$ cat src/rtl/cpu_clock_controller.sv
// cpu_clock_controller
// Turns rising edges of the divided clock (or every cycle in fast mode) into
// single-cycle CPU clock-enable pulses, gated by a run/step/halt state machine
// driven from two push-buttons and the CPU's HLT request.
// Optional button debouncing is compiled in with CPU_CLKCTL_DEBOUNCE_EN.
//
// Handshake: there is no valid/ready pair here; cpuEn is a one-cycle strobe
// that the CPU consumes unconditionally on the cycle it is high.
module cpu_clock_controller #(
  parameter logic [15:0] DEBOUNCE_CYCLES = 16'd10000,
  parameter int          CNT_WIDTH       = 16
) (
  input  logic                 CLK,
  input  logic                 RST,
  input  logic                 tickIn,
  input  logic                 fastMode,
  input  logic                 runBtn,
  input  logic                 stepBtn,
  input  logic                 haltReq,
  output logic                 cpuEn,
  output logic                 running,
  output logic                 halted,
  output logic [CNT_WIDTH-1:0] cycleCount,
  output logic [1:0]           dbgState
);

  typedef enum logic [1:0] {
    ST_IDLE = 2'd0,
    ST_RUN  = 2'd1,
    ST_STEP = 2'd2,
    ST_HALT = 2'd3
  } state_t;

  state_t                 state_q;
  logic                   cpu_en_q;
  logic                   running_q;
  logic                   halted_q;
  logic [CNT_WIDTH-1:0]   count_q;

  logic [1:0]             run_sync_q;
  logic [1:0]             step_sync_q;
  logic                   run_sync;
  logic                   step_sync;
  logic                   run_lvl;
  logic                   step_lvl;
  logic                   run_lvl_prev_q;
  logic                   step_lvl_prev_q;
  logic                   run_press;
  logic                   step_press;

  logic                   tick_prev_q;
  logic                   tick_edge;

  assign run_sync  = run_sync_q[1];
  assign step_sync = step_sync_q[1];

  // Two-flop synchronizers for the asynchronous push-buttons
  always_ff @(posedge CLK or posedge RST) begin
    if (RST) begin
      run_sync_q  <= 2'b00;
      step_sync_q <= 2'b00;
    end else begin
      run_sync_q  <= {run_sync_q[0], runBtn};
      step_sync_q <= {step_sync_q[0], stepBtn};
    end
  end

`ifdef CPU_CLKCTL_DEBOUNCE_EN
  logic [15:0] run_cnt_q;
  logic [15:0] run_cnt_d;
  logic [15:0] step_cnt_q;
  logic [15:0] step_cnt_d;
  logic        run_lvl_q;
  logic        run_lvl_d;
  logic        step_lvl_q;
  logic        step_lvl_d;

  // Accepted level follows the synchronized level only after it has differed
  // for DEBOUNCE_CYCLES consecutive cycles; any return to the old level restarts.
  always_comb begin
    run_cnt_d  = 16'd0;
    run_lvl_d  = run_lvl_q;
    step_cnt_d = 16'd0;
    step_lvl_d = step_lvl_q;
    if (run_sync != run_lvl_q) begin
      if (run_cnt_q == DEBOUNCE_CYCLES - 16'd1) begin
        run_lvl_d = run_sync;
      end else begin
        run_cnt_d = run_cnt_q + 16'd1;
      end
    end
    if (step_sync != step_lvl_q) begin
      if (step_cnt_q == DEBOUNCE_CYCLES - 16'd1) begin
        step_lvl_d = step_sync;
      end else begin
        step_cnt_d = step_cnt_q + 16'd1;
      end
    end
  end

  // Debounce counter and accepted-level registers
  always_ff @(posedge CLK or posedge RST) begin
    if (RST) begin
      run_cnt_q  <= 16'd0;
      run_lvl_q  <= 1'b0;
      step_cnt_q <= 16'd0;
      step_lvl_q <= 1'b0;
    end else begin
      run_cnt_q  <= run_cnt_d;
      run_lvl_q  <= run_lvl_d;
      step_cnt_q <= step_cnt_d;
      step_lvl_q <= step_lvl_d;
    end
  end

  assign run_lvl  = run_lvl_q;
  assign step_lvl = step_lvl_q;
`else
  // Without debouncing the synchronized level is taken as-is
  assign run_lvl  = run_sync;
  assign step_lvl = step_sync;

  // DEBOUNCE_CYCLES has no effect in this build; referenced here only so the
  // parameter stays part of the interface in both builds.
  if (DEBOUNCE_CYCLES == 16'd0) begin : g_debounce_length_ignored
  end
`endif

  // Previous accepted levels for rising-edge press detection
  always_ff @(posedge CLK or posedge RST) begin
    if (RST) begin
      run_lvl_prev_q  <= 1'b0;
      step_lvl_prev_q <= 1'b0;
    end else begin
      run_lvl_prev_q  <= run_lvl;
      step_lvl_prev_q <= step_lvl;
    end
  end

  assign run_press  = run_lvl & ~run_lvl_prev_q;
  assign step_press = step_lvl & ~step_lvl_prev_q;

  // Previous divided-clock level for tick edge detection
  always_ff @(posedge CLK or posedge RST) begin
    if (RST) begin
      tick_prev_q <= 1'b0;
    end else begin
      tick_prev_q <= tickIn;
    end
  end

  // Fast mode bypasses the divider: every cycle is a tick
  assign tick_edge = fastMode | (tickIn & ~tick_prev_q);

  // Run/step/halt state machine with registered enable, flags and pulse counter.
  // Within each state the checks run in priority order; leaving a state
  // always suppresses the pulse on that cycle.
  always_ff @(posedge CLK or posedge RST) begin
    if (RST) begin
      state_q   <= ST_IDLE;
      cpu_en_q  <= 1'b0;
      running_q <= 1'b0;
      halted_q  <= 1'b0;
      count_q   <= '0;
    end else begin
      cpu_en_q <= 1'b0;
      case (state_q)
        ST_IDLE: begin
          if (haltReq) begin
            state_q   <= ST_HALT;
            halted_q  <= 1'b1;
            running_q <= 1'b0;
          end else if (run_press) begin
            state_q   <= ST_RUN;
            running_q <= 1'b1;
          end else if (step_press) begin
            state_q <= ST_STEP;
          end
        end
        ST_RUN: begin
          if (haltReq) begin
            state_q   <= ST_HALT;
            halted_q  <= 1'b1;
            running_q <= 1'b0;
          end else if (run_press) begin
            state_q   <= ST_IDLE;
            running_q <= 1'b0;
          end else if (tick_edge) begin
            cpu_en_q <= 1'b1;
            count_q  <= count_q + {{(CNT_WIDTH-1){1'b0}}, 1'b1};
          end
        end
        ST_STEP: begin
          if (haltReq) begin
            state_q  <= ST_HALT;
            halted_q <= 1'b1;
          end else if (tick_edge) begin
            cpu_en_q <= 1'b1;
            count_q  <= count_q + {{(CNT_WIDTH-1){1'b0}}, 1'b1};
            state_q  <= ST_IDLE;
          end
        end
        ST_HALT: begin
          // Only a run press leaves HALT; haltReq is ignored on that cycle
          if (run_press) begin
            state_q  <= ST_IDLE;
            halted_q <= 1'b0;
          end
        end
        default: begin
          state_q   <= ST_IDLE;
          running_q <= 1'b0;
          halted_q  <= 1'b0;
        end
      endcase
    end
  end

  assign cpuEn      = cpu_en_q;
  assign running    = running_q;
  assign halted     = halted_q;
  assign cycleCount = count_q;
  assign dbgState   = state_q;

endmodule

$ cat config.mk
export PLATFORM = sky130hd
export DESIGN_NAME = cpu_clock_controller
export DESIGN_NICKNAME = d
export VERILOG_FILES = /design/src/rtl/cpu_clock_controller.sv
export SDC_FILE = /design/constraint.sdc
export NUM_CORES = 1
export LEC_CHECK = 0
export ABC_AREA = 1
export CAP_MARGIN = 20
export CELL_PAD_IN_SITES_DETAIL_PLACEMENT = 2
export CELL_PAD_IN_SITES_GLOBAL_PLACEMENT = 2
export CORE_MARGIN = 8
export CORE_UTILIZATION = 30
export DETAILED_ROUTE_END_ITERATION = 7
export PLACE_DENSITY_LB_ADDON = 0.1
export SLEW_MARGIN = 20
export SYNTH_ARGS = -nofsm -noshare
export SYNTH_HDL_FRONTEND = slang
export SYNTH_SLANG_ARGS = --single-unit
$ cat constraint.sdc
create_clock -name CLK -period 1.63 [get_ports CLK]
set_input_delay 0.163 -clock CLK [delete_from_list [all_inputs] [get_ports CLK]]
set_output_delay 0.163 -clock CLK [all_outputs]
set_load 0.02 [all_outputs]
* After elaboration in Yosys (flattened, before gate mapping)
Cells that the tools add are included.
Storage, ports and cells: bits of input ports 7, flip-flop bits (word level) 28, word-level logic and storage cells 63, output and inout port bits 21
Cells by class: bitwise gates (word level) 7, muxes and demuxes 25, equal/unequal tests 12, $add $sub $neg 1, reduce and logical (&&, ||, !) cells 8
Operators with widths (number):
- $mux W16 | 4
- $pmux W16 S2 | 1
- $add A16 B1 Y16 const B | 1
- $mux W2 | 7
- $mux W1 | 9
- $ne A3 B3 Y1 const B | 3
- $ne A2 B2 Y1 const B | 4
- $pmux W2 S4 | 1
- $pmux W1 S2 | 3
- $eq A2 B2 Y1 const B | 2
- $ne A4 B4 Y1 const B | 1
- $reduce_and A2 Y1 | 2
- $reduce_and A4 Y1 | 1
- $reduce_bool A2 Y1 | 2
- $and A1 B1 Y1 | 3
- $not A1 Y1 | 3
- $reduce_and A3 Y1 | 1
- $reduce_or A3 Y1 | 1
- $eq A2 B1 Y1 const B | 1
- $logic_not A2 Y1 | 1
- $ne A2 B1 Y1 const B | 1
- $or A1 B1 Y1 | 1

* Depth between registers and ports, before layout
word-level depth 7, gate-level depth with buffers 10

* Least setup slack after synthesis
Ideal clock, no wire load.
path type register to register, start reg state_q[1], in the netlist dbgState[1], end reg count_q[6], in the netlist cycleCount[6], buffers on the path 1, arrival 1.481 ns, clock period less this slack 1.602 ns, required time 1.509 ns, setup slack 0.028 ns, cell stages (with the launch flop) 9, cell sequence dfrtp_1 -> inv_1 -> ha_1 -> nand3_1 -> nand2_2 -> nor2_4 -> buf_6 -> nand2_2 -> xor2_1
Between the ends: longest elaborated chain between the ends 3, elaborated cells on any way between the ends 8, classes of those cells eq/ne: 5; mux: 1; reduce/logical: 2
RTL lines:
- from (decl) | RTL line 34 | state_t state_q;
- from (signal assigned) | RTL line 160 | state_q <= ST_IDLE;
- from (signal assigned) | RTL line 170 | state_q <= ST_HALT;
- from (signal assigned) | RTL line 174 | state_q <= ST_RUN;
- $eq A2 B1 Y1 / $eq A2 B2 Y1 (equally long branches) | RTL line 167 | case (state_q)
- $ne A2 B2 Y1 (no source line) / $reduce_bool A2 Y1 (equally long branches)
- $reduce_and A4 Y1 (no source line)
- to (signal assigned) | RTL line 190 | count_q <= count_q + {{(CNT_WIDTH-1){1'b0}}, 1'b1};
- to (signal assigned) | RTL line 199 | count_q <= count_q + {{(CNT_WIDTH-1){1'b0}}, 1'b1};
- to (decl) | RTL line 38 | logic [CNT_WIDTH-1:0] count_q;
Several ways; a longest one is shown, not always the timed one. A chain may end at the register's enable or synchronous reset.

* Final worst setup path
start reg state_q[0], in the netlist dbgState[0], end reg count_q[5], in the netlist cycleCount[5]
The elaborated chain is that of the path after synthesis.

==> impl_metrics.toml <==
[finish]
post-route-util_pct = 42.9
nFillCells = 549
drive_gt1_share_pct = 17.7
syn_to_final_growth_pct = 36.8
finalNetCount = 242
antenna_cells = 0

[sta]
fmax_mhz = 630
finalCriticalPeriod_ns = 1.59
setup_slack_ns = 0.0435
hold_viol = 0
fin_crit_sh_pct = 97.3
tightest_slew_ns = 0.398
fin_skew_ns = 0.00394
slew_viol_final = 0
hold_ws_ns = 0.256
setup_violations = 0
relSlewSlack_pct = 73.5
fin_tns_setup_ns = 0

[worst_setup_path]
path_cells = "buf_4, ha_4, nand3_2, nand2_2, nor2_4, buf_12, nand2_1, xor2_1"
slowest_delay_ns = 0.44
cp_max_fo = 6
rrSetupSlack_ns = 0.04
worstSetupStartpointType = "flop"
cp.arrival_ns = 1.76
r2r_end = "cycleCount[5]$_DFFE_PP0P_"
path_class = "reg2reg"
crit_slowest_cell = "dfrtp_2"
r2r_cells = 8
worstPathRequired_ns = 1.81
end_kind = "flop"
rr_startpoint = "dbgState[0]$_DFFE_PP0P_"

[clock_network]
cts_tree = "done"
cts_buffers = 3
cts_root_buffer = "clkbuf_8"
cts_sinks = 28
clkSlewWorstSetupHoldPaths_ns = 0.10
clockBufferDepth = 2
htreeDepth = 1
clock_latency_ns = 0.28

[placement]
port_buffers = 27
hpwl_mm = 3.55
place.gp.congestion = 0.706
post-place-ws_ns = 0.0492

[logic_synthesis]
syn_avg_cell_area_um2 = 8.03
synth_edf_count = 0
async_flop_share_pct = 100
ys_top_cells_by_area = "dfrtp_1, nand2_1, ha_1"
syn_area_um2 = 1490
ys_seq_elements = 28
yosysUniqueCellTypes = 21
ys_seq_area_share_pct = 46.9
synth_top_area_cell = "dfrtp_1"
synth_flop_cell = "dfrtp_1"
syn-instance-count = 186
yosysWarnings = 0
synth_nets = 200
netlist.area_leader.share_pct = 46.9

[power]
p_leak_nw = 0.963
p_clk_share_pct = 13.0
p_sw_share_pct = 42.8
irDropWorstVdd_v = 0.000686
power_frac_seq_pct = 33.1
p_sw_mw = 1.32
power_density_nw_per_um2 = 1510
pwr-share-comb_pct = 53.9
power.internal_mw = 1.76

[grt]
grt_pass1_vias = 1590
grt_first_pass_wirelength_mm = 7.74
grt_max_degree = 29
grt-ovfl-total = 0
antenna_found_initial = 0
grt_use_total_pct = 13.0

[floorplanning]
rows = 25
ios = 28
coreArea_um2 = 4750
die_y_um = 86.5
die-area_um2 = 7490
initial_utilization_pct = 31.4
dieWidth_um = 86.5

[worst_hold_path]
hold_path.class = "in2async"

[routing]
wl_mm = 4.78
first_iter_violations = 39
num_vias = 1382
post_drt_wl_per_cell_um = 16.3
vias_per_cell = 4.72
drcViolationCount = 0
antenna_left = 0
drtPass1Iterations = 4

[status]
status = "finished clean"

[job]
maxCapViolCount = 0
layout make-up:
type | instances | area, µm² | area share [%]
Sequential cell | 28 | 703 | 34.4
Multi-Input combinational cell | 127 | 694 | 34.0
Timing Repair Buffer | 39 | 410 | 20.1
Inverter | 29 | 109 | 5.33
Tap cell | 67 | 83.8 | 4.11
Clock buffer | 3 | 41.3 | 2.02
power by group through the flow:
stage / clock [mW] / sequential, mW / combinational [mW]
2_1_floorplan: 0 / 1.19 / 0.656
3_3_place_gp: 0 / 1.02 / 1.41
3_5_place_dp: 0 / 1.03 / 1.49
4_1_cts: 0.410 / 1.02 / 1.50
5_1_grt: 0.428 / 1.05 / 1.83
6_report: 0.400 / 1.02 / 1.66
metrics by stage:
step / cell area (µm²) / std cells / total power, mW
3_3_place_gp: 1890 / 285 / 2.43
2_1_floorplan: 1490 / 186 / 1.85
4_1_cts: 1930 / 288 / 2.93
3_5_place_dp: 1890 / 285 / 2.52
5_1_grt: 2040 / 293 / 3.31
6_report: 2040 / 293 / 3.08
cell usage after synthesis (2+ instances only):
library cell and number:
a21oi_1 2, dfrtp_1 28, ha_1 7, inv_1 23, inv_2 6, nand2_1 57
nand2_2 7, nand3_1 11, nand4_1 9, nor2_1 10, nor2_2 4, nor3_1 3
o21ai_0 4, o21ai_1 3, xor2_1 6
kinds of logic (layout without fill, tap and decap cells):
kind of cell,after synthesis,after routing,synth area share (%)
AOI/OAI and AO/OA,10,10,3.52
DFF,28,28,46.9
buffers and inverters,31,71,8.55
adders and majority gates,7,7,5.87
xor gates and xnor gates,6,6,3.52
and+or+nand+nor,104,104,31.6
cell usage in the layout (no fill, tap or decap), types with 2 or more instances in the layout:
cell type        instances
nand4_1                  9
nand2_2                  7
inv_2                    8
dfrtp_1                 26
ha_1                     5
nor2_1                  10
o21ai_0                  3
ha_4                     2
nand2_1                 57
inv_1                   21
dfrtp_2                  2
nor3_1                   3
clkbuf_16                2
o21ai_1                  4
nand3_1                 10
clkdlybuf4s50_1         26
nor2_2                   4
buf_4                    9
a21oi_1                  2
clkbuf_8                 3
xor2_1                   6
timing repair:
| action | CTS | global route |
|---|---|---|
| endpoints found under the hold margin | 0 | 0 |
| buffers inserted | 0 | 3 |
| setup endpoints to repair | 0 | 16 |
| hold buffers | 0 | 0 |
| resized for setup | 0 | 11 |
registers in the layout, summed over array words and instances, names as in the netlist:
name and count:
cycleCount 16, dbgState 2, run_sync_q 2, step_sync_q 2
cpuEn 1, halted 1, run_lvl_prev_q 1, running 1
step_lvl_prev_q 1, tick_prev_q 1
metal layers:
metal / GRT usage (%) / part of all wire [%] / vias to the layer above
met2: 23.9 / 54 / 17
met4: 3.76 / 1.1 / 0
met3: 2.55 / 3.1 / 5
met5: 0 / 0 / -
met1: 14.7 / 42 / 701
li1: - / - / 659
worst max-delay path: cells and delay by family (launching register included):
kind / cells / cell delay (ns)
AND/OR/NAND/NOR: 4 / 0.43
buffers and inverters: 2 / 0.31
XOR/XNOR: 1 / 0.14
flip-flops: 1 / 0.44
adder cells (fa/ha/maj): 1 / 0.17
worst max path at each step:
| stage | startpoint | endpoint | slack (ns) | cells past startpoint |
|---|---|---|---|---|
| final | dbgState[0]$_DFFE_PP0P_ | cycleCount[5]$_DFFE_PP0P_ | 0.04 | 8 |
| after global routing | dbgState[0]$_DFFE_PP0P_ | dbgState[0]$_DFFE_PP0P_ | -0.02 | 10 |
| after CTS | dbgState[1]$_DFFE_PP0P_ | dbgState[1] | 0.01 | 2 |
| after detailed placement | dbgState[1]$_DFFE_PP0P_ | cycleCount[3]$_DFFE_PP0P_ | 0.05 | 8 |
| after global placement | tickIn | cycleCount[5]$_DFFE_PP0P_ | 0.13 | 8 |
| after floorplan | dbgState[1]$_DFFE_PP0P_ | cycleCount[6]$_DFFE_PP0P_ | 0.03 | 8 |
No activity file was read; power rests on OpenSTA's default activity.
